<file path="config.mk">
export PLATFORM = sky130hd
export DESIGN_NAME = acc_drain_flat
export DESIGN_NICKNAME = d
export VERILOG_FILES = /design/src/rtl/acc_drain_if.sv /design/src/rtl/acc_drain.sv /design/src/flat_wrapper.sv
export SDC_FILE = /design/constraint.sdc
export NUM_CORES = 1
export LEC_CHECK = 0
export ABC_CLOCK_PERIOD_IN_PS = 2900
export CAP_MARGIN = 5
export CORE_ASPECT_RATIO = 0.7
export CORE_MARGIN = 2
export CORE_UTILIZATION = 43
export CTS_CLUSTER_SIZE = 28
export DETAILED_ROUTE_END_ITERATION = 8
export PLACE_DENSITY = 0.76
export SKIP_CTS_REPAIR_TIMING = 1
export SLEW_MARGIN = 20
export SYNTH_ARGS = -nofsm -noshare
export SYNTH_HDL_FRONTEND = slang
export SYNTH_SLANG_ARGS = --single-unit
</file>
<file path="constraint.sdc">
create_clock -name clk -period 2.9 [get_ports clk]
set_input_delay 0.58 -clock clk [delete_from_list [all_inputs] [get_ports clk]]
set_output_delay 0.58 -clock clk [all_outputs]
set_load 0.02 [all_outputs]
</file>
<file path="src/rtl/acc_drain_if.sv">
// Output beat channel of the accumulator drain: valid/ready with data, channel index and last flag.
interface acc_drain_if #(
  parameter int BITWIDTH = 16,
  parameter int NUM_CH   = 4
);
  localparam int CH_W = (NUM_CH > 1) ? $clog2(NUM_CH) : 1;

  logic                m_valid;
  logic                m_ready;
  logic [BITWIDTH-1:0] m_data;
  logic [CH_W-1:0]     m_ch;
  logic                m_last;

  modport master (output m_valid, m_data, m_ch, m_last, input m_ready);
  modport slave  (input m_valid, m_data, m_ch, m_last, output m_ready);
endinterface

</file>
<file path="src/rtl/acc_drain.sv">
// Captures NUM_CH accumulator values in one cycle, pulses clear back to the adders, and streams
// the values out one per beat converted from FloPoCo (exception + float) to IEEE binary16.
module acc_drain #(
  parameter int BITWIDTH = 16,
  parameter int EXP_W    = 5,
  parameter int NUM_CH   = 4
) (
  input  logic                          clk,
  input  logic                          rst,
  input  logic                          load,
  input  logic [NUM_CH*(BITWIDTH+2)-1:0] acc_in,
  output logic                          clear_out,
  output logic                          busy,
  acc_drain_if.master                   m
);
  localparam int EW     = BITWIDTH + 2;
  localparam int FRAC_W = BITWIDTH - 1 - EXP_W;
  localparam int CH_W   = (NUM_CH > 1) ? $clog2(NUM_CH) : 1;

  typedef enum logic {IDLE, STREAM} state_t;

  state_t          state_q, state_d;
  logic [CH_W-1:0] idx_q, idx_d;
  logic [EW-1:0]   buf_q [NUM_CH];
  logic            clear_q;
  logic            capture;
  logic            last;

  function automatic logic [BITWIDTH-1:0] conv(input logic [EW-1:0] x);
    logic [1:0]       exc;
    logic             s;
    logic [EXP_W-1:0] e;
    logic [FRAC_W-1:0] f;
    logic [BITWIDTH-1:0] r;
    exc = x[EW-1:EW-2];
    s   = x[BITWIDTH-1];
    e   = x[BITWIDTH-2 -: EXP_W];
    f   = x[FRAC_W-1:0];
    r   = '0;
    case (exc)
      2'b00: r = {s, {(BITWIDTH-1){1'b0}}};
      2'b01: begin
        if (e == '0)
          r = {s, {(BITWIDTH-1){1'b0}}};
        else if (e == '1)
          r = {s, {EXP_W{1'b1}}, {FRAC_W{1'b0}}};
        else
          r = {s, e, f};
      end
      2'b10: r = {s, {EXP_W{1'b1}}, {FRAC_W{1'b0}}};
      default: r = {1'b0, {EXP_W{1'b1}}, 1'b1, {(FRAC_W-1){1'b0}}};
    endcase
    return r;
  endfunction

  always_ff @(posedge clk) begin
    if (rst) begin
      state_q <= IDLE;
      idx_q   <= '0;
      clear_q <= 1'b0;
      for (int k = 0; k < NUM_CH; k++) buf_q[k] <= '0;
    end else begin
      state_q <= state_d;
      idx_q   <= idx_d;
      clear_q <= capture;
      if (capture) begin
        for (int k = 0; k < NUM_CH; k++) buf_q[k] <= acc_in[k*EW +: EW];
      end
    end
  end

  assign last = (idx_q == CH_W'(NUM_CH - 1));

  always_comb begin
    state_d   = state_q;
    idx_d     = idx_q;
    capture   = 1'b0;
    m.m_valid = 1'b0;
    m.m_data  = '0;
    m.m_ch    = '0;
    m.m_last  = 1'b0;
    case (state_q)
      IDLE: begin
        if (load) begin
          capture = 1'b1;
          idx_d   = '0;
          state_d = STREAM;
        end
      end
      default: begin
        m.m_valid = 1'b1;
        m.m_data  = conv(buf_q[idx_q]);
        m.m_ch    = idx_q;
        m.m_last  = last;
        // load is deliberately not looked at here, even on the final handshake
        if (m.m_ready) begin
          if (last) state_d = IDLE;
          else      idx_d   = idx_q + CH_W'(1);
        end
      end
    endcase
  end

  assign clear_out = clear_q;
  assign busy      = (state_q == STREAM);
endmodule

</file>
<file path="src/flat_wrapper.sv">
// flat-port wrapper written by rule: the top's interface ports become plain ports
module acc_drain_flat 
#(
  parameter int BITWIDTH = 16,
  parameter int EXP_W    = 5,
  parameter int NUM_CH   = 4
)
  (clk, rst, load, acc_in, clear_out, busy, m_m_valid, m_m_data, m_m_ch, m_m_last, m_m_ready);
  acc_drain_if #(.BITWIDTH(BITWIDTH), .NUM_CH(NUM_CH)) m_i ();
  input  logic clk;
  input  logic rst;
  input  logic load;
  input  logic [NUM_CH*(BITWIDTH+2)-1:0] acc_in;
  output logic clear_out;
  output logic busy;
  output wire logic [$bits(m_i.m_valid)-1:0] m_m_valid;
  output wire logic [$bits(m_i.m_data)-1:0] m_m_data;
  output wire logic [$bits(m_i.m_ch)-1:0] m_m_ch;
  output wire logic [$bits(m_i.m_last)-1:0] m_m_last;
  input wire logic [$bits(m_i.m_ready)-1:0] m_m_ready;
  assign m_m_valid = m_i.m_valid;
  assign m_m_data = m_i.m_data;
  assign m_m_ch = m_i.m_ch;
  assign m_m_last = m_i.m_last;
  assign m_i.m_ready = m_m_ready;
  acc_drain #(.BITWIDTH(BITWIDTH), .EXP_W(EXP_W), .NUM_CH(NUM_CH)) u_core (.clk(clk), .rst(rst), .load(load), .acc_in(acc_in), .clear_out(clear_out), .busy(busy), .m(m_i));
endmodule
</file>
### Word level (Yosys, flattened, before mapping)

Memories as Yosys holds them, arrays and structs flattened. A register that Yosys moved wholly into a read port is not among the register bits.
Index checks and enable logic that the tools add are counted.

| storage, ports and cells | value |
|---|---|
| memories kept | 1 |
| ROM bits | 0 |
| bits in latches | 0 |
| input port bits | 76 |
| bits in registers | 4 |
| logic and storage cells | 46 |
| memory bits (writable) | 72 |

| cells by class | value |
|---|---|
| reductions and logical operators | 4 |
| bitwise logic cells | 4 |
| add/subtract/negate cells | 1 |
| muxes and demuxes | 27 |
| equal/unequal tests | 6 |
| $mul | 0 |
| divide/modulo/power cells | 0 |
| $lt $le $gt $ge | 0 |
| shifts and indexed selects | 0 |

Memory list:

| name | depth | width | read ports | clocked after Yosys merged registers in | write ports | RTL line | source |
|---|---|---|---|---|---|---|---|
| u_core.buf_q | 4 | 18 | 1 | 1 | 4 | acc_drain.sv:24 | `logic [EW-1:0] buf_q [NUM_CH];` |

Operators by type and width:

| cell | number |
|---|---|
| $mux 18 | 4 |
| $pmux 16 s3 | 1 |
| $mux 15 | 2 |
| $mux 16 | 1 |
| $mux 2 | 7 |
| $mux 1 | 12 |
| $eq 5x5->1 const B | 1 |
| $logic_not 5->1 | 1 |
| $eq 2x2->1 const B | 2 |
| $ne 2x2->1 const B | 2 |
| $or 1x1->1 | 4 |
| $reduce_and 3->1 | 1 |
| $add 2x1->2 const B | 1 |
| $eq 2x1->1 const B | 1 |
| $logic_not 2->1 | 1 |
| $reduce_bool 2->1 | 1 |

### Logic depth before layout (Yosys ltp)

| logic depth | value |
|---|---|
| depth in word-level cells | 6 |
| gate-level depth with buffers | 6 |
| mapped depth without buffers | 5 |

### Worst setup path before layout

Ideal clock, no wire load.

| path | value |
|---|---|
| path type | input to register |
| start point | input rst |
| end point | memory u_core.buf_q[0][0] in the netlist's numbering, enable pin |
| cell stages on the path | 1 |
| data arrival time | 2.343 ns |
| library setup time | 0.442 ns |
| buffers on the path | 0 |
| slack | 0.115 ns |
| cell sequence | nand2b_1 |

RTL lines:

| element | RTL line | source |
|---|---|---|
| from (decl) | flat_wrapper.sv:11 | `input logic rst;` |
| to (decl) | acc_drain.sv:24 |  |

==> run_results.csv <==
group,metric,value,unit
clocking,clkSlewWorstSetupHoldPaths,0.06,ns
floorplan,die_h,79.62,um
worst_setup_path,cp-start-kind,"register",
pwr,ir_worst_vdd,0.3376,mV
global_routing,grt_use_total,16.86,%
routing,route.detailed.drc,0,
routing,via_count,2181,
yosys,syn_avg_cell_area,15.34,um2
worst_setup_path,path_cells,"mux4_2, or4_4, o22ai_4, buf_6, nor3b_1, buf_4",
clocking,clock-root-buffer,"clkbuf_16",
floorplan,start_util,44.43,%
run_status,violations,"negative setup slack",
floorplan,pin_count,98,
global_routing,antenna_found_initial,0,
finish,multi_input_area,1195,um2
finish,fin_nets,416,
timing,timing.final.max_slew_violations,0,
yosys,async_flop_share,0,%
routing,final_antenna_net_count,0,
yosys,synth_area,3512,um2
pwr,power.leakage,1.983,nW
floorplan,core_area,7905,um2
timing,period_needed,3.006,ns
routing,routedWlPerCell,16.03,um
yosys,synthCells,229,
placement,port_buffers,97,
worst_setup_path,critPathRequiredTime,2.32,ns
worst_setup_path,cp_max_fo,5,
run_status,status,"finished with violations",
finish,fill_cells,602,
worst_setup_path,cp_num_buf_inv,2,
timing,relSlewSlack,65.05,%
global_routing,grt_start_max_net_pins,74,
timing,setup_viol,10,
run,maxCapViolations,0,
floorplan,rows,27,
worst_setup_path,end_kind,"output port",
timing,worst_slew_pin_slew,0.5242,ns
finish,drive_above_1_share,19.48,%
worst_setup_path,path_class,"reg -> out",
pwr,pwr_density_cell,583.0,nW/um2
timing,hold_viol,0,
yosys,ys.flop_type,"edfxtp_1",
worst_setup_path,cp.arrival,2.43,ns
finish,design_area,5039,um2
yosys,synth_edf_count,72,
worst_setup_path,crit_family,"simple AND/OR/NAND/NOR gates",
clocking,numCtsBuffers,9,
clocking,cts.path.max_buffers,2,
global_routing,grt.overflow.total,0,
yosys,ys.warnings.count,0,
routing,drt_iter0_markers,93,
timing,worst_clock_skew,0.004216,ns
routing,totalWireLength,7.135,mm
clocking,tritoncts,"done",
routing,avgViaCountPerCell,4.901,
hold_path,min-delay-start,"u_core.idx_q[0]",
timing,finalCritPeriodShare,103.6,%
floorplan,die_area,8918,um2
finish,n_antenna_cell,0,
placement,placed_area,4692,um2
global_routing,grt_pass1_wl,11.21,mm
timing,max_clock_freq,332.7,MHz
finish,fin_util,63.74,%
hold_path,hold_path.class,"reg -> reg",
pwr,total_power,0.002937,W
clocking,clock_sinks,78,
clocking,cts_max_level,3,
worst_setup_path,crit_slowest_cell,"or4_4",
yosys,syn-num-nets,306,
global_routing,grt_pass1_vias,2178,
yosys,ys_types,23,
finish,ff_latch_area,2286,um2
timing,rsz0062_at_grt,"true",
routing,dr.pass1.iters,4,
yosys,ys_seq_elements,78,
floorplan,fp.dieW,112.0,um
worst_setup_path,rr_startpoint,"u_core.busy",
yosys,ys_seq_area_share,64.98,%
timing,setup_ws,-0.1057,ns
placement,globalplace.congestion,0.7417,
finish,synthToLayoutAreaGrowth,43.46,%
worst_setup_path,slowest_delay,0.56,ns
placement,dp_hpwl,4.977,mm
timing,final.setup.tns,-0.8212,ns
clocking,clk_latency,0.33,ns
[through the flow]
stage,std cells,worst slack [ns],hold slack (ns)
after floorplan,229,0.1149,0.5196
after global placement,429,-0.2530,0.5922
after detailed placement,429,-0.3189,0.5864
after CTS,445,-0.6872,0.5957
after global routing,445,-0.1961,0.6359
final,445,-0.1057,0.5873
[Yosys cell counts (4+ instances only)]
library cell	number	share of area (%)
nand2_1	4	0.43
nor3b_1	10	2.1
dfxtp_1	6	3.4
clkbuf_1	11	1.2
nand2b_1	4	0.71
edfxtp_1	72	62
nor2b_1	5	0.89
a21oi_1	7	1.0
mux4_2	18	12
nor2_1	4	0.43
and2_1	76	14
[cells by family after synthesis]
kind of cell | count (synthesis) | share of synthesized area, %
compound gates | 12 | 2.351
fa+ha+maj | 1 | 0.3562
mux | 19 | 11.86
simple gates | 105 | 18.60
flops | 78 | 64.98
buf+inv | 14 | 1.852
[layout make-up]
cell class,count,area share [%]
clock buffers,12,4.892
clock inverters,4,1.887
multi-input cells,137,23.72
flip-flops and latches,78,45.37
well taps,101,2.508
repair buffers,113,21.63
[sequential cells by signal, summed over array words and instances, names as in the netlist, named ones only]
register,flops
u_core.buf_q,72
u_core.busy,1
u_core.clear_out,1
u_core.idx_q,2
[report_power, final]
part	internal [W]	switching, W	leakage (nW)	total (W)
clock network	0.000863	0.000402	0.167	0.00126
logic	0.000201	0.000131	0.990	0.000332
registers	0.00132	0.0000241	0.827	0.00134
total	0.00238	0.000557	1.98	0.00294
[worst paths after layout]
kind | to | slack [ns] | cells past startpoint
setup / recovery | m_m_data[5] | -0.11 | 6
hold / removal | register | 0.59 | 2
setup reg to reg | u_core.buf_q[1][10] | 1.21 | 5
hold reg to reg | register | 0.59 | 2
[placed cells by master, fill, tap and decap left out, drive strengths merged]
master and instances:
clkbuf 14, nand2b 4, or4 1, nand3 1, mux2 1, nor2 4, a21oi 7, edfxtp 72
dlymetal6s2s 6, clkinv 1, o22ai 1, nor3b 10, nor2b 5, ha 1, bufinv 3, a22oi 1
clkdlybuf4s50 81, o21ai 1, mux4 18, nand2 4, buf 24, a21o 1, a211oi 1, and2 76
dfxtp 6
[metal layers]
metal | vias to the layer above | track usage (%) | share of wire (%)
li1 | 1056 | - | -
met1 | 1048 | 22.33 | 45
met2 | 70 | 26.79 | 48
met3 | 7 | 5.847 | 6.0
met4 | 0 | 4.756 | 0.91
met5 | - | 0 | 0
[tightest hold or removal path: cells and delay by family, from the launching register on]
family	cells	cell delay, ns
AOI/OAI and AO/OA	1	0.13
and+or+nand+nor	1	0.08
DFF	1	0.33
(Power assumes the default switching activity.)
==> variant (config.mk and constraints unchanged) <==
Reset style: asynchronous (`rst`), changed in one clocked block.
--- a/src/rtl/acc_drain.sv
+++ b/src/rtl/acc_drain.sv
@@ -53,7 +53,7 @@
     return r;
   endfunction
 
-  always_ff @(posedge clk) begin
+  always_ff @(posedge clk or posedge rst) begin
     if (rst) begin
       state_q <= IDLE;
       idx_q   <= '0;
Formal check against the unedited RTL: differs if rst is asserted again (counterexample within 4 cycles, from zero or initial values and one cycle with rst high); with rst held inactive, the same outputs for 10 cycles.
==> variant against the unedited design <==
The flow still finishes with violations (negative setup slack); global-route usage increased by 1.5 points; wire length grew 10%; register-to-register slack worse by 0.10 ns; cell count is 0.22% lower; highest routed layer unchanged; sequential cell count fell by 2; area after synthesis did not move; count of clock-buffer cells in the layout is the same; largest cell class unchanged; worst setup slack worse by 0.013 ns; final area fell by 0.72%; non-clock buffer count increased by 6.
Power is not compared: it rests on default switching activity, and its combinational part moved more than twofold at a synthesized area within 25%.
==> variant: results (changes against the unedited design) <==
metric;value;unit;change
routed_wirelength;7870;µm;+10%
worstSetupStartpoint;u_core.idx_q[0];;
synthTopCellsByCount;dfrtp_1 (76), mux2_2 (72), clkbuf_1 (13);;
top_regs;u_core.buf_q x72, u_core.idx_q x2;;
outcome;complete, but fails checks;;
reg2reg_from;u_core.busy;;
io_buffers;97;;unchanged
largest_reg_flops;72;;unchanged
firstDrtPassIters;4;;unchanged
worstRegToRegCells;4;;-1
critical-path-max-stage-delay;0.52;ns;-0.04 ns
syn-num-nets;302;;-1.3%
ctsRootBufferMaster;clkbuf_16;;
grt_max_degree;42;;-43%
regToRegSetupSlack;1.11;ns;-0.10 ns
synth_area_leaders;dfrtp_1 (54%), mux2_2 (23%), mux4_1 (6.7%);;
drtIter0Drc;80;;-14%
setup-violations-final;10;;unchanged
final_nets;416;;unchanged
cts_buffers;9;;unchanged
h-tree-depth;3;;unchanged
synthFlopType;dfrtp_1;;
track_usage;18.3;%;+1.5 points
hpwl;5710;µm;+15%
clock_latency;0.33;ns;about the same
failed_checks;negative setup slack;;
yosysWarnings;0;;unchanged
max_slew_margin;62.9;%;-2.2 points
critPathCapture;m_m_data[7];;
vias_per_cell;5.24;;+6.9%
antenna_found_initial;0;;unchanged
r2r-end;u_core.buf_q[3];;
fill_cells;621;;+3.2%
setup_slack;-0.119;ns;-0.0133 ns
grt_pass1_vias;2434;;+12%
skew;0.00635;ns;+0.00214 ns
async_flop_share;100;%;+100 points
grt_pass1_wl;12500;µm;+12%
cts_buffer_depth;2;;unchanged
synth_cell_type_count;24;;+4.3%
routabilityCongestion;0.766;;+3.3%
p_leak;0.00214;µW;
drive_gt1_share;40.2;%;+21 points
synth_top_area_share;54.2;%;-7.4 points
vdd_drop_max;499;µV;
clkTransAtPathRegs;0.06;ns;about the same
worstPathMaxFanout;9;;+4
dp_slack;-0.265;ns;+0.0538 ns
yosysSeqAreaShare;54.2;%;-11 points
hold_path_class;reg -> reg;;
slowest_stage;mux4_2;;
diodes;0;;unchanged
variant: worst min path at each step:
stage | start | end | slack [ns] | depth (start not counted)
2_1_floorplan | u_core.buf_q[36] | u_core.buf_q[36] | 0.47 | 1
3_3_place_gp | u_core.buf_q[27] | u_core.buf_q[27] | 0.48 | 1
3_5_place_dp | u_core.buf_q[33] | u_core.buf_q[33] | 0.49 | 1
4_1_cts | u_core.buf_q[33] | u_core.buf_q[33] | 0.50 | 1
5_1_grt | u_core.buf_q[33] | u_core.buf_q[33] | 0.51 | 1
6_report | u_core.buf_q[19] | u_core.buf_q[19] | 0.50 | 1
variant: cells by family after synthesis:
logic type,share of synthesized area (%)
multiplexers,35.9
flip-flops,54.2
AO/OA/AOI/OAI,2.24
buffers and inverters,2.17
AND/OR/NAND/NOR,5.20
adder cells (fa/ha/maj),0.356
variant: final cells by class:
| class | count | area, µm² | area share (%) |
|---|---|---|---|
| Timing Repair Buffer | 119 | 1130 | 22.6 |
| Sequential cell | 76 | 1900 | 38.0 |
| Inverter | 1 | 5.00 | 0.100 |
| Tap cell | 101 | 126 | 2.53 |
| Multi-Input combinational cell | 132 | 1530 | 30.5 |
| Clock buffer | 12 | 267 | 5.33 |
| Clock inverter | 3 | 45.0 | 0.900 |
variant: worst max-delay path, delay by kind of cell, from the launching register on:
kind	cells	cell delay, ns
AND/OR/NAND/NOR	2	0.56
multiplexers	1	0.52
buffers and inverters	3	0.45
flip-flops	1	0.43
AO/OA/AOI/OAI	1	0.15
variant: per-stage QoR:
stage	util [%]	std cells	cell area [µm²]	setup TNS [ns]
final	63.3	444	5000	-1.13
after global routing	63.3	444	5000	-1.87
after CTS	63.8	443	5040	-8.50
after detailed placement	59.8	428	4730	-2.70
after global placement	59.8	428	4730	-1.99
after floorplan	-	225	3510	0
variant: layer usage:
metal	vias to the layer above	share of wire [%]	GRT usage [%]
li1	1069	-	-
met4	0	0.76	4.76
met3	8	5.1	4.86
met1	1179	49	26.2
met2	71	45	28.2
met5	-	0	0
variant: report_power, final:
group | internal [µW] | switching (µW)
Sequential | 1590 | 301
Combinational | 1600 | 1200
Clock | 731 | 407
Total | 3930 | 1900
